$ cat src/rtl/dtw_pkg.sv
// Shared constants and state encoding for the DTW result path.
package dtw_pkg;

  localparam int unsigned DTW_DWIDTH = 32;
  localparam int unsigned DTW_IDX_W  = 15;
  localparam int unsigned REF_SIZE   = 29898;

  localparam logic [DTW_DWIDTH-1:0] COST_MAX = {DTW_DWIDTH{1'b1}};

  typedef enum logic [1:0] {
    IDLE  = 2'd0,
    RUN   = 2'd1,
    DRAIN = 2'd2,
    DONE  = 2'd3
  } scan_state_t;

endpackage : dtw_pkg

$ cat src/rtl/dtw_min2_update.sv
// Combinational best/second/index update for one incoming cost word.
module dtw_min2_update #(
  parameter int unsigned DWIDTH = 32,
  parameter int unsigned IDX_W  = 15
) (
  input  logic [DWIDTH-1:0] cost,
  input  logic [IDX_W-1:0]  idx,
  input  logic [DWIDTH-1:0] cur_best,
  input  logic [IDX_W-1:0]  cur_best_idx,
  input  logic [DWIDTH-1:0] cur_second,
  output logic [DWIDTH-1:0] new_best,
  output logic [IDX_W-1:0]  new_best_idx,
  output logic [DWIDTH-1:0] new_second
);

  // Strict-less compare keeps the lowest index on ties; an equal copy of best lands in second.
  always_comb begin
    new_best     = cur_best;
    new_best_idx = cur_best_idx;
    new_second   = cur_second;
    if (cost < cur_best) begin
      new_second   = cur_best;
      new_best     = cost;
      new_best_idx = idx;
    end else if (cost < cur_second) begin
      new_second   = cost;
    end
  end

endmodule : dtw_min2_update

$ cat src/rtl/dtw_result_scan.sv
// Drains dtw_core cost words, tracks best/second cost and index, issues match decision.
module dtw_result_scan #(
  parameter int unsigned DWIDTH   = dtw_pkg::DTW_DWIDTH,
  parameter int unsigned IDX_W    = dtw_pkg::DTW_IDX_W,
  parameter int unsigned REF_SIZE = dtw_pkg::REF_SIZE
) (
  input  logic              clk,
  input  logic              rst,
  input  logic              start,
  input  logic [31:0]       ref_len,
  input  logic [DWIDTH-1:0] threshold,
  output logic              src_fifo_rden,
  input  logic              src_fifo_empty,
  input  logic [DWIDTH-1:0] src_fifo_data,
  output logic              busy,
  output logic              res_valid,
  input  logic              res_ready,
  output logic [DWIDTH-1:0] best_cost,
  output logic [IDX_W-1:0]  best_idx,
  output logic [DWIDTH-1:0] second_cost,
  output logic              match
);

  import dtw_pkg::*;

  localparam logic [DWIDTH-1:0] COST_ONES = {DWIDTH{1'b1}};

  scan_state_t       state, state_nxt;
  logic [IDX_W-1:0]  len_q, len_nxt;
  logic [DWIDTH-1:0] thr_q, thr_nxt;
  logic [IDX_W-1:0]  issue_cnt, issue_nxt;
  logic [IDX_W-1:0]  recv_cnt, recv_nxt;
  logic [DWIDTH-1:0] best_q, best_nxt;
  logic [DWIDTH-1:0] second_q, second_nxt;
  logic [IDX_W-1:0]  idx_q, idx_nxt;
  logic              match_q, match_nxt;
  logic              busy_q, busy_nxt;
  logic              valid_q, valid_nxt;
  logic              rden_d, rden_c;
  logic [IDX_W-1:0]  len_clamp_c;
  logic [DWIDTH-1:0] upd_best, upd_second;
  logic [IDX_W-1:0]  upd_idx;

  // Requested length clamped to the largest legal reference.
  assign len_clamp_c = (ref_len > 32'(REF_SIZE)) ? IDX_W'(REF_SIZE) : IDX_W'(ref_len);

  dtw_min2_update #(
    .DWIDTH (DWIDTH),
    .IDX_W  (IDX_W)
  ) u_min2 (
    .cost         (src_fifo_data),
    .idx          (recv_cnt),
    .cur_best     (best_q),
    .cur_best_idx (idx_q),
    .cur_second   (second_q),
    .new_best     (upd_best),
    .new_best_idx (upd_idx),
    .new_second   (upd_second)
  );

  // Next-state, read issue, data capture and result logic.
  always_comb begin
    state_nxt  = state;
    len_nxt    = len_q;
    thr_nxt    = thr_q;
    issue_nxt  = issue_cnt;
    recv_nxt   = recv_cnt;
    best_nxt   = best_q;
    second_nxt = second_q;
    idx_nxt    = idx_q;
    match_nxt  = match_q;
    busy_nxt   = busy_q;
    valid_nxt  = valid_q;
    rden_c     = 1'b0;

    // Word read last cycle is on the FIFO data bus now.
    if (rden_d) begin
      best_nxt   = upd_best;
      second_nxt = upd_second;
      idx_nxt    = upd_idx;
      recv_nxt   = recv_cnt + IDX_W'(1);
    end

    case (state)
      IDLE: begin
        if (start) begin
          len_nxt    = len_clamp_c;
          thr_nxt    = threshold;
          best_nxt   = COST_ONES;
          second_nxt = COST_ONES;
          idx_nxt    = '0;
          match_nxt  = 1'b0;
          issue_nxt  = '0;
          recv_nxt   = '0;
          busy_nxt   = 1'b1;
          if (len_clamp_c == '0) begin
            state_nxt = DONE;
            valid_nxt = 1'b1;
          end else begin
            state_nxt = RUN;
          end
        end
      end
      RUN: begin
        rden_c = !src_fifo_empty && (issue_cnt < len_q);
        if (rden_c) begin
          issue_nxt = issue_cnt + IDX_W'(1);
          if ((issue_cnt + IDX_W'(1)) == len_q) state_nxt = DRAIN;
        end
      end
      DRAIN: begin
        // Last word is captured this cycle; decide on the updated best.
        if (recv_nxt == len_q) begin
          match_nxt = best_nxt < thr_q;
          valid_nxt = 1'b1;
          state_nxt = DONE;
        end
      end
      DONE: begin
        if (valid_q && res_ready) begin
          valid_nxt = 1'b0;
          busy_nxt  = 1'b0;
          state_nxt = IDLE;
        end
      end
      default: state_nxt = IDLE;
    endcase
  end

  // State and datapath registers.
  always_ff @(posedge clk or posedge rst) begin
    if (rst) begin
      state     <= IDLE;
      len_q     <= '0;
      thr_q     <= '0;
      issue_cnt <= '0;
      recv_cnt  <= '0;
      best_q    <= COST_ONES;
      second_q  <= COST_ONES;
      idx_q     <= '0;
      match_q   <= 1'b0;
      busy_q    <= 1'b0;
      valid_q   <= 1'b0;
      rden_d    <= 1'b0;
    end else begin
      state     <= state_nxt;
      len_q     <= len_nxt;
      thr_q     <= thr_nxt;
      issue_cnt <= issue_nxt;
      recv_cnt  <= recv_nxt;
      best_q    <= best_nxt;
      second_q  <= second_nxt;
      idx_q     <= idx_nxt;
      match_q   <= match_nxt;
      busy_q    <= busy_nxt;
      valid_q   <= valid_nxt;
      rden_d    <= rden_c;
    end
  end

  assign src_fifo_rden = rden_c;
  assign busy          = busy_q;
  assign res_valid     = valid_q;
  assign best_cost     = best_q;
  assign best_idx      = idx_q;
  assign second_cost   = second_q;
  assign match         = match_q;

endmodule : dtw_result_scan

$ cat config.mk
export PLATFORM = sky130hd
export DESIGN_NAME = dtw_result_scan
export DESIGN_NICKNAME = d
export VERILOG_FILES = /design/src/rtl/dtw_pkg.sv /design/src/rtl/dtw_min2_update.sv /design/src/rtl/dtw_result_scan.sv
export SDC_FILE = /design/constraint.sdc
export NUM_CORES = 1
export LEC_CHECK = 0
export ABC_AREA = 1
export BUFFER_PORTS_ARGS = -buffer_cell sky130_fd_sc_hd__buf_2
export CORE_MARGIN = 8
export CORE_UTILIZATION = 50
export CTS_CLUSTER_SIZE = 14
export DETAILED_ROUTE_END_ITERATION = 16
export PLACE_DENSITY_LB_ADDON = 0.15
export SLEW_MARGIN = 20
export SYNTH_ARGS = -nofsm -noshare
export SYNTH_HDL_FRONTEND = slang
export SYNTH_SLANG_ARGS = --single-unit
$ cat constraint.sdc
create_clock -name clk -period 5.95 [get_ports clk]
set_input_delay 0.595 -clock clk [delete_from_list [all_inputs] [get_ports clk]]
set_output_delay 0.595 -clock clk [all_outputs]
set_load 0.01 [all_outputs]
==> impl_results.md <==
* Status: finished clean
* Die Y at 162.4 um
* Top Family by Delay on Critical Path: simple AND/OR/NAND/NOR gates
* RSZ-0062 raised after global routing: no
* Hold_buf cts at 0
* Area growth from synthesis to layout at 16.82%
* Core ar. at 21020 sq um
* Pwr dens at 465.4 nW/um^2
* Flops & latches, synth at 162
* Final Hold Fails at 0
* Most frequent cells in the layout: nand2_1 (293), buf_2 (183), inv_1 (157), ha_1 (114), nand3_1 (107)
* Num CTS Buffers at 17
* Wire per inst at 16.88 um
* Top Ports at 184
* Wirelength, routed at 29930 um
* Share of cells above drive strength 1 at 21.44%
* First-pass GRT wire length at 48790 um
* Buffers on Ports at 183
* Number of nets in the layout at 1699
* Post-synthesis simple-gate area fraction at 22.41%
* Synth Cell Area at 10720 sq um
* Slowest cell delay on critical path at 610 ps
* Placed instance count at 1740
* Antenna viol nets, final at 0
* Die Span X at 162.4 um
* Row cnt at 53
* Crit. End Element: register
* Worst vdd ir at 297.2 uV
* Total power at 0.005829 W
* Worst-Margin Slew at 1005 ps
* Prevailing post-synth register cell: dfrtp_1
* DP Wirelength at 21930 um
* Crit path top cell by count: nand2_1
* Cells resized by post-CTS repair at 0
* WHS at 250.6 ps
* Largest net degree at the start of global routing at 86
* DRC viols at 0
* H-Tree Depth at 4
* Drt via density at 5.382
* Worst path buffer plus inverter count at 3
* Number of synthesized flops with an enable pin at 0
* Worst skew pair latency at 430 ps
* Place WS at 1550 ps
* Vias in the first global route at 9483
* Final worst-path setup slack at 1730 ps
* Critical path launch point: best_cost[31]
* Commonest non-fill, non-tap cell in the layout: nand2_1
* Setup Buffers After CTS at 0
* FFs w/ async S/R, synth at 100.0%
* FF-to-FF setup slack at 1730 ps
* Worst R2R Start: best_cost[31]
* Mux cell area share after synthesis at 0.09337%
* GRT Overall Usage at 22.88%
* Leak at 6.305 nW
* Min Clock Period, post-route at 4220 ps
* Total grt overflow at 0
* Final setup violation count at 0
* Period Utilization, post-route at 70.92%
* Adder-Cell Fraction of Synth Area at 13.31%
* Sequential area share after synthesis at 38.56%
* Cells after synthesis at 1325
* Number of max-cap violations at 0
* Fmax at 237.0 MHz
* Min-delay worst type: input pin to async pin
* Cell Chain, Critical Path: inv_1 -> ha_1 -> nand2_1 -> nor2_1 -> nand4_1 -> nor2_1 -> nand2_1 -> nand3_2 -> clkinv_1 -> buf_4 -> nand2_1 -> nand2_1 -> ha_1 -> a21oi_1 -> nor2_1 -> a211oi_1 -> o221ai_1 -> nand2_1 -> o2111ai_1 -> nor2_1 -> nand2_1 -> nand2_1
* Initial Util at 51.00%
* Yosys warning count at 0
* Clk buf depth at 2
* Clk Tree Root Cell: clkbuf_16
* Initial DRC Count at 783
* Routability cong. at 0.8635
* Synth Area in XOR/XNOR at 4.283%
* Distinct cells, synth at 47
* Filler cell count in the final layout at 1890
* Crit path DAT at 4590 ps
* Area fraction in compound gates after synthesis at 13.71%
* Setup TNS at 0 ps
* Post-synthesis net count at 1540
* Clock Pin Slew Worst Setup and Hold Paths at 60 ps
* Worst Path Required at 6320 ps
* Non-filler cells, final at 1773
* Type of the worst setup path: register to register
* Die Area at 26380 sq um
* 1st-pass router iterations at 5
* Final Max Tran Viols at 0
* Initial antenna violation count at 2
* CTS tree: yes
* Routed vias at 9543
* Crit-path max FO at 30
* Fin Clk Skew at 7.088 ps
* Syn Area/Cell at 8.091 sq um
* Largest family of logic cells by synthesized area: simple AND/OR/NAND/NOR gates
* Slowest-stage cell, CP: clkinv_1
* Num Clock Sinks at 162
* Slew headroom at 32.98%
* Critical Path Start Type: register
synth_stat cells (all sizes together) (2+ instances only):
library cell	number	share of area [%]
dfstp	64	16
a211oi	6	0.42
ha	114	13
o31ai	15	1.1
o211ai	65	4.6
nor3	10	0.68
o2111ai	2	0.16
dfrtp	98	23
buf	4	0.21
a22oi	4	0.28
inv	160	5.6
nor4	12	0.76
o21a	2	0.14
nand4	20	1.2
xor2	44	3.7
or2	2	0.12
o21ai	75	3.5
o221ai	3	0.25
clkbuf	51	1.8
nor2	79	3.0
a21oi	64	3.1
nor3b	2	0.14
nand3	114	5.6
xnor2	5	0.41
nand2	300	11
state kept, by name, indices dropped and copies added (netlist names):
register,cells
best_cost,32
best_idx,15
busy,1
issue_cnt,15
len_q,15
match,1
rden_d,1
recv_cnt,15
res_valid,1
second_cost,32
state,2
thr_q,32
worst paths after layout:
kind | endpoint | depth (start not counted)
worst max-delay path | match | 22
max in group asynchronous | rden_d | 3
worst min-delay path | best_idx[2] | 2
min in group clk | thr_q[0] | 3
worst min register to register | thr_q[0] | 2
worst max register to register | match | 22
cells by family (layout without fill, tap and decap cells):
logic type | after synthesis | count (layout)
compound gates | 239 | 239
xor+xnor | 50 | 50
fa+ha+maj | 114 | 114
buf+inv | 216 | 388
flops | 162 | 162
mux | 1 | 1
other cells | 0 | 1
simple gates | 543 | 543
layer usage:
layer / GRT usage (%) / wire, um / vias to the layer above
li1: - / - / 4792
met1: 30.47 / 13790 / 4440
met2: 37.10 / 13700 / 278
met3: 4.828 / 1948 / 29
met4: 6.145 / 473 / 4
met5: 0 / 20 / -
worst reg2reg max path: stages (launching register included):
cell	delay, ps
dfstp_2	570
inv_1	50
ha_1	280
nand2_1	70
nor2_1	130
nand4_1	150
nor2_1	170
nand2_1	130
nand3_2	90
clkinv_1	610
buf_4	490
nand2_1	120
nand2_1	60
ha_1	280
a21oi_1	140
nor2_1	50
a211oi_1	240
o221ai_1	150
nand2_1	80
o2111ai_1	90
nor2_1	110
nand2_1	60
nand2_1	50
through the flow:
step,util (%),cell area [sq um]
2_1_floorplan,-,10720
3_3_place_gp,56.50,11880
3_5_place_dp,56.50,11880
4_1_cts,59.56,12520
5_1_grt,59.56,12520
6_report,59.57,12520
cell type report:
| class | count | area [sq um] | area share (%) |
|---|---|---|---|
| multi-input combinational | 947 | 5782 | 46.17 |
| sequential | 162 | 4135 | 33.02 |
| timing repair buffer | 195 | 1006 | 8.033 |
| inverter | 161 | 609.3 | 4.866 |
| clock buffer | 22 | 464.2 | 3.707 |
| tap | 275 | 344.1 | 2.748 |
| clock inverter | 10 | 180.2 | 1.439 |
| antenna | 1 | 2.502 | 0.01998 |
power by group:
group          switching (W)  internal [W]  total, W
sequential          0.000255       0.00159   0.00185
combinational        0.00177       0.00101   0.00277
clock               0.000444      0.000765   0.00121
total                0.00246       0.00336   0.00583
Power figures use the tool's default switching activity.
